$ cat src/rtl/dnn_sample_scheduler.sv
// Sample buffer and issue sequencer for the DNN input layer: issue_* is registered, earliest one edge after the push.
// Backpressure: s_ready drops on full FIFO or flush; issue stalls on the spacing gap or the in-flight cap.
module dnn_sample_scheduler #(
    parameter int IN_W         = 5,
    parameter int FIFO_DEPTH   = 4,
    parameter int ISSUE_GAP    = 1,
    parameter int MAX_INFLIGHT = 4
) (
    input  logic            clk,
    input  logic            rst_n,
    input  logic            s_valid,
    output logic            s_ready,
    input  logic [IN_W-1:0] s_in0,
    input  logic [IN_W-1:0] s_in1,
    input  logic [IN_W-1:0] s_in2,
    input  logic [IN_W-1:0] s_in3,
    output logic            issue_valid,
    output logic [IN_W-1:0] issue0,
    output logic [IN_W-1:0] issue1,
    output logic [IN_W-1:0] issue2,
    output logic [IN_W-1:0] issue3,
    input  logic            res_valid,
    input  logic            flush,
    output logic [3:0]      inflight,
    output logic [15:0]     res_count,
    output logic            busy,
    output logic            err_underflow
);

    localparam int AW = $clog2(FIFO_DEPTH);
    localparam int CW = AW + 1;
    localparam int SW = 4 * IN_W;
    localparam int GW = $clog2(ISSUE_GAP + 1);

    typedef enum logic [1:0] {
        ST_IDLE,
        ST_RUN,
        ST_FLUSH_WAIT,
        ST_FLUSH_CLR
    } state_t;

    state_t          r_state;
    state_t          w_state_nxt;
    logic [SW-1:0]   r_mem [FIFO_DEPTH];
    logic [AW-1:0]   r_wr_ptr;
    logic [AW-1:0]   r_rd_ptr;
    logic [CW-1:0]   r_count;
    logic [GW-1:0]   r_gap;
    logic [3:0]      r_inflight;
    logic [15:0]     r_res_count;
    logic            r_err;
    logic            r_issue_valid;
    logic [SW-1:0]   r_issue_dat;

    logic            w_full;
    logic            w_empty;
    logic            w_flushing;
    logic            w_push;
    logic            w_issue;
    logic            w_res_acc;
    logic            w_underflow;
    logic            w_fifo_clr;

    assign w_full     = (r_count == CW'(FIFO_DEPTH));
    assign w_empty    = (r_count == '0);
    assign w_flushing = (r_state == ST_FLUSH_WAIT) || (r_state == ST_FLUSH_CLR);

    // flush gates s_ready combinationally so a push in the flush cycle is dropped
    assign s_ready = !w_full && !w_flushing && !flush;
    assign w_push  = s_valid && s_ready;

    assign w_issue = !w_empty && (r_gap == '0) && (r_inflight < 4'(MAX_INFLIGHT))
                     && (r_state == ST_RUN) && !flush;

    // a result returning in the same cycle as an issue is covered by that issue
    assign w_res_acc   = res_valid && ((r_inflight != 4'd0) || w_issue);
    assign w_underflow = res_valid && (r_inflight == 4'd0) && !w_issue;

    always_ff @(posedge clk or negedge rst_n) begin
        if (!rst_n) begin
            r_state <= ST_IDLE;
        end else begin
            r_state <= w_state_nxt;
        end
    end

    always_comb begin
        w_state_nxt = r_state;
        w_fifo_clr  = 1'b0;
        case (r_state)
            ST_IDLE: begin
                if (flush) begin
                    w_state_nxt = ST_FLUSH_WAIT;
                end else if (!w_empty || s_valid) begin
                    w_state_nxt = ST_RUN;
                end
            end
            ST_RUN: begin
                if (flush) begin
                    w_state_nxt = ST_FLUSH_WAIT;
                end else if (w_empty && (r_inflight == 4'd0) && !w_push) begin
                    w_state_nxt = ST_IDLE;
                end
            end
            ST_FLUSH_WAIT: begin
                if (r_inflight == 4'd0) begin
                    w_state_nxt = ST_FLUSH_CLR;
                end
            end
            ST_FLUSH_CLR: begin
                w_fifo_clr  = 1'b1;
                w_state_nxt = ST_IDLE;
            end
            default: begin
                w_state_nxt = ST_IDLE;
            end
        endcase
    end

    always_ff @(posedge clk) begin
        if (w_push) begin
            r_mem[r_wr_ptr] <= {s_in3, s_in2, s_in1, s_in0};
        end
    end

    always_ff @(posedge clk or negedge rst_n) begin
        if (!rst_n) begin
            r_wr_ptr <= '0;
            r_rd_ptr <= '0;
            r_count  <= '0;
        end else if (w_fifo_clr) begin
            r_wr_ptr <= '0;
            r_rd_ptr <= '0;
            r_count  <= '0;
        end else begin
            if (w_push) begin
                r_wr_ptr <= r_wr_ptr + AW'(1);
            end
            if (w_issue) begin
                r_rd_ptr <= r_rd_ptr + AW'(1);
            end
            case ({w_push, w_issue})
                2'b10:   r_count <= r_count + CW'(1);
                2'b01:   r_count <= r_count - CW'(1);
                default: r_count <= r_count;
            endcase
        end
    end

    always_ff @(posedge clk or negedge rst_n) begin
        if (!rst_n) begin
            r_gap <= '0;
        end else if (w_fifo_clr) begin
            r_gap <= '0;
        end else if (w_issue) begin
            r_gap <= GW'(ISSUE_GAP - 1);
        end else if (r_gap != '0) begin
            r_gap <= r_gap - GW'(1);
        end
    end

    always_ff @(posedge clk or negedge rst_n) begin
        if (!rst_n) begin
            r_inflight  <= 4'd0;
            r_res_count <= 16'd0;
            r_err       <= 1'b0;
        end else begin
            case ({w_issue, w_res_acc})
                2'b10:   r_inflight <= r_inflight + 4'd1;
                2'b01:   r_inflight <= r_inflight - 4'd1;
                default: r_inflight <= r_inflight;
            endcase
            if (w_res_acc) begin
                r_res_count <= r_res_count + 16'd1;
            end
            if (w_underflow) begin
                r_err <= 1'b1;
            end
        end
    end

    // issue data is forced to zero on idle cycles so the layer never sees stale features
    always_ff @(posedge clk or negedge rst_n) begin
        if (!rst_n) begin
            r_issue_valid <= 1'b0;
            r_issue_dat   <= '0;
        end else begin
            r_issue_valid <= w_issue;
            r_issue_dat   <= w_issue ? r_mem[r_rd_ptr] : '0;
        end
    end

    assign issue_valid   = r_issue_valid;
    assign issue0        = r_issue_dat[IN_W-1:0];
    assign issue1        = r_issue_dat[2*IN_W-1:IN_W];
    assign issue2        = r_issue_dat[3*IN_W-1:2*IN_W];
    assign issue3        = r_issue_dat[4*IN_W-1:3*IN_W];
    assign inflight      = r_inflight;
    assign res_count     = r_res_count;
    assign busy          = (r_state != ST_IDLE);
    assign err_underflow = r_err;

endmodule

$ cat config.mk
export PLATFORM = sky130hd
export DESIGN_NAME = dnn_sample_scheduler
export DESIGN_NICKNAME = d
export VERILOG_FILES = /design/src/rtl/dnn_sample_scheduler.sv
export SDC_FILE = /design/constraint.sdc
export NUM_CORES = 1
export LEC_CHECK = 0
export ABC_AREA = 1
export ABC_CLOCK_PERIOD_IN_PS = 2640
export CORE_ASPECT_RATIO = 1.2
export CORE_UTILIZATION = 50
export DETAILED_ROUTE_END_ITERATION = 16
export PLACE_DENSITY = 0.7
export SYNTH_ARGS = -nofsm -noshare
export SYNTH_HDL_FRONTEND = slang
export SYNTH_SLANG_ARGS = --single-unit
$ cat constraint.sdc
create_clock -name clk -period 2.64 [get_ports clk]
set_input_delay 0.792 -clock clk [delete_from_list [all_inputs] [get_ports clk]]
set_output_delay 0.792 -clock clk [all_outputs]
set_load 0.02 [all_outputs]
==> out/results.tsv <==
metric	value	unit
Slew Limit Fails	0	
Hold Slack	0.337	ns
Port Buffers	68	
number of vias per cell	5.23	
FILL cells	799	
clk buf depth	2	
DRC	1	
period utilisation layout	0.931	
IO Pins	69	
Pwr per Cell Area	933	nW/µm²
Max-Cap Viols	0	
worst clock skew	0.0130	ns
Worst EP required	1.85	ns
post-route cell area	7100	µm²
Final setup viols	0	
routed wire length	10.9	mm
largest net degree at the start of global routing	43	
Post-DRT Antenna Nets	0	
row count	41	
status	complete, but fails checks	
Die Y	118	µm
DR iter-0 viols	185	
switching power	0.00210	W
Area after DPL	6530	µm²
Clock Sink Count	131	
register area	3680	µm²
hold_buf cts	0	
# diodes	0	
RD Place Congestion	0.825	
post-synthesis sequential area ratio	0.661	
Final #Nets	617	
dpl hpwl	6.70	mm
# Post-CTS Setup Buffers	0	
#FFs+latches synth	131	
CP Capture Type	output pin	
Setup Crit Path Kind	reg -> out	
Largest delay share family, worst path	buffers and inverters	
Wirelength per Cell	15.0	µm
register share of total power	0.408	
vias in the first global route	3867	
Sw Share	0.317	
Worst Tran Pin Value	0.766	ns
post-cts resize count	3	
die area	11600	µm²
multi-input logic area	1630	µm²
syn avg cell area	11.3	µm²
CTS tree	built	
gr ovfl total	0	
CTS H-tree depth	4	
Gate Count Post-Synth	494	
critical path's slowest cell	clkdlybuf4s50_1	
Synth cell types	34	
global-route wire length before repair	18.3	mm
VDD IR-drop max	0.685	mV
Starting Density	0.522	
first-pass detailed-route iteration total	12	
Critical Path, Cell by Cell	inv_1 > nand2_1 > clkdlybuf4s50_1	
Max FO, Critical Path	5	
Tmin final	2.46	ns
root buffer cell	clkbuf_16	
Placed Instances	693	
RSZ-0062 raised after global routing	false	
crit-path max cell delay	0.59	ns
Num CTS Buffers	17	
initial antenna violation count	0	
cell internal pwr	0.00452	W
Hold Vio Cnt, Final	0	
P_leak	2.96	nW
synth warn	0	
Worst Hold Class	in -> async	
Tot GR Track Use	0.206	
Synth Cell Area	5570	µm²
syn_nets	528	
Clk pwr share	0.340	
Setup crit start kind	register	
failing checks	DRC	
core region area	10700	µm²
later-pin clock latency in the skew report	0.41	ns
clock-pin slew on the worst setup and hold paths	0.06	ns
Comb pwr share	0.252	
Final Util	0.665	
Slew Limit Headroom	0.489	
final std cells w/o fill	725	
Worst Path Buf+Inv	2	
Worst EP arrival	1.67	ns
share of cells above drive strength 1	0.111	
synthesis-to-layout area growth	27.5	%
Die X-Extent	98.3	µm
Via Count	3792	
fmax	407	MHz
## power by group through the flow
stage | clock network, W | logic, W | registers (W)
final | 0.00225 | 0.00167 | 0.00270
after global routing | 0.00236 | 0.00186 | 0.00274
after CTS | 0.00229 | 0.00169 | 0.00270
after detailed placement | 0 | 0.00167 | 0.00274
after global placement | 0 | 0.00163 | 0.00272
after floorplan | 0 | 0.00103 | 0.00275
## metrics by stage
stage / power [W] / setup slack (ns) / TNS [ns]
6_report: 0.00662 / 0.182 / 0
5_1_grt: 0.00695 / 0.136 / 0
4_1_cts: 0.00667 / 0.00371 / 0
3_5_place_dp: 0.00441 / -0.349 / -1.43
3_3_place_gp: 0.00435 / -0.335 / -1.05
2_1_floorplan: 0.00378 / 0.152 / 0
## sequential cells by signal, summed over array words and instances, names as in the netlist
signal	cells
err_underflow	1
inflight	4
issue_valid	1
r_count	3
r_issue_dat	20
r_mem	80
r_rd_ptr	2
r_state	2
r_wr_ptr	2
res_count	16
## worst register-to-register path, stage by stage, from the launching register on
cell	delay, ns
dfrtp_1	0.44
nor2_2	0.20
and2_2	0.25
nand2_4	0.07
nand2_4	0.07
inv_6	0.03
ha_1	0.21
nand2_1	0.09
inv_1	0.04
nor2_1	0.15
ha_1	0.19
a21oi_1	0.05
xor2_1	0.16
o21ai_0	0.14
## synthesized netlist by cell type
library cell | n | share of area
a21oi_1 | 4 | 0.0036
a31o_2 | 1 | 0.0016
and2_1 | 2 | 0.0022
and2_2 | 1 | 0.0013
buf_2 | 4 | 0.0036
buf_4 | 2 | 0.0027
buf_8 | 1 | 0.0027
clkbuf_1 | 8 | 0.0054
dfrtp_1 | 51 | 0.23
edfxtp_1 | 80 | 0.43
fa_1 | 1 | 0.0036
ha_1 | 8 | 0.018
inv_1 | 48 | 0.032
inv_2 | 1 | 0.00067
inv_6 | 1 | 0.0016
mux2i_1 | 20 | 0.036
nand2_1 | 123 | 0.083
nand2_2 | 1 | 0.0011
nand2_4 | 2 | 0.0040
nand3_1 | 18 | 0.016
nand3_2 | 1 | 0.0018
nand3_4 | 1 | 0.0031
nand3b_1 | 3 | 0.0040
nand4_1 | 7 | 0.0079
nor2_1 | 40 | 0.027
nor2_2 | 2 | 0.0022
nor2_4 | 1 | 0.0020
nor3_1 | 1 | 0.00090
nor3_4 | 1 | 0.0029
o21ai_0 | 26 | 0.023
o21bai_1 | 1 | 0.0013
o22ai_1 | 20 | 0.022
xnor2_1 | 10 | 0.016
xor2_1 | 3 | 0.0047
## area by class of cell
| class | instances | share of cell area |
|---|---|---|
| inverters | 50 | 0.0271 |
| flip-flops and latches | 131 | 0.518 |
| repair buffers | 85 | 0.123 |
| well taps | 129 | 0.0227 |
| multi-input cells | 298 | 0.229 |
| clock buffers | 20 | 0.0615 |
| clock inverters | 12 | 0.0187 |
## routing by layer
metal / GRT usage / part of all wire
met5: 0 / 0
met4: 0.0840 / 0.014
met3: 0.0523 / 0.039
met2: 0.362 / 0.52
met1: 0.238 / 0.43
## cells by family (layout without fill, tap and decap cells)
family	Yosys count	count (layout)	synth area share
simple gates	204	204	0.160
flops	131	131	0.661
compound gates	52	52	0.0524
mux	20	20	0.0360
fa+ha+maj	9	9	0.0216
xor+xnor	13	13	0.0205
buf+inv	65	167	0.0490
## final timing paths
| check | depth (start not counted) | slack, ns | startpoint | to |
|---|---|---|---|---|
| max | 3 | 0.18 | r_state[1] | busy |
| min reg2reg | 1 | 0.49 | err_underflow | err_underflow |
| min | 1 | 0.34 | rst_n | inflight[0] |
| min in group clk | 1 | 0.49 | err_underflow | err_underflow |
| max in group asynchronous | 2 | 1.73 | rst_n | r_rd_ptr[0] |
| max reg2reg | 13 | 0.46 | inflight[2] | inflight[2] |
## placed cells by master (no fill, tap or decap), types with 3 or more instances in the layout
| master | n |
|---|---|
| nor2_1 | 36 |
| o22ai_1 | 20 |
| buf_12 | 5 |
| dfrtp_1 | 50 |
| o21ai_0 | 26 |
| nand4_1 | 7 |
| edfxtp_1 | 80 |
| a21oi_1 | 4 |
| nand2_1 | 123 |
| inv_6 | 3 |
| nand3_1 | 18 |
| nor2_2 | 6 |
| nand3b_1 | 3 |
| ha_1 | 8 |
| mux2i_1 | 20 |
| xnor2_1 | 10 |
| clkinv_2 | 3 |
| xor2_1 | 3 |
| inv_1 | 48 |
| clkbuf_1 | 3 |
| clkinvlp_4 | 3 |
| clkdlybuf4s50_1 | 65 |
| clkbuf_16 | 17 |
| buf_4 | 12 |
Power figures use the tool's default switching activity.
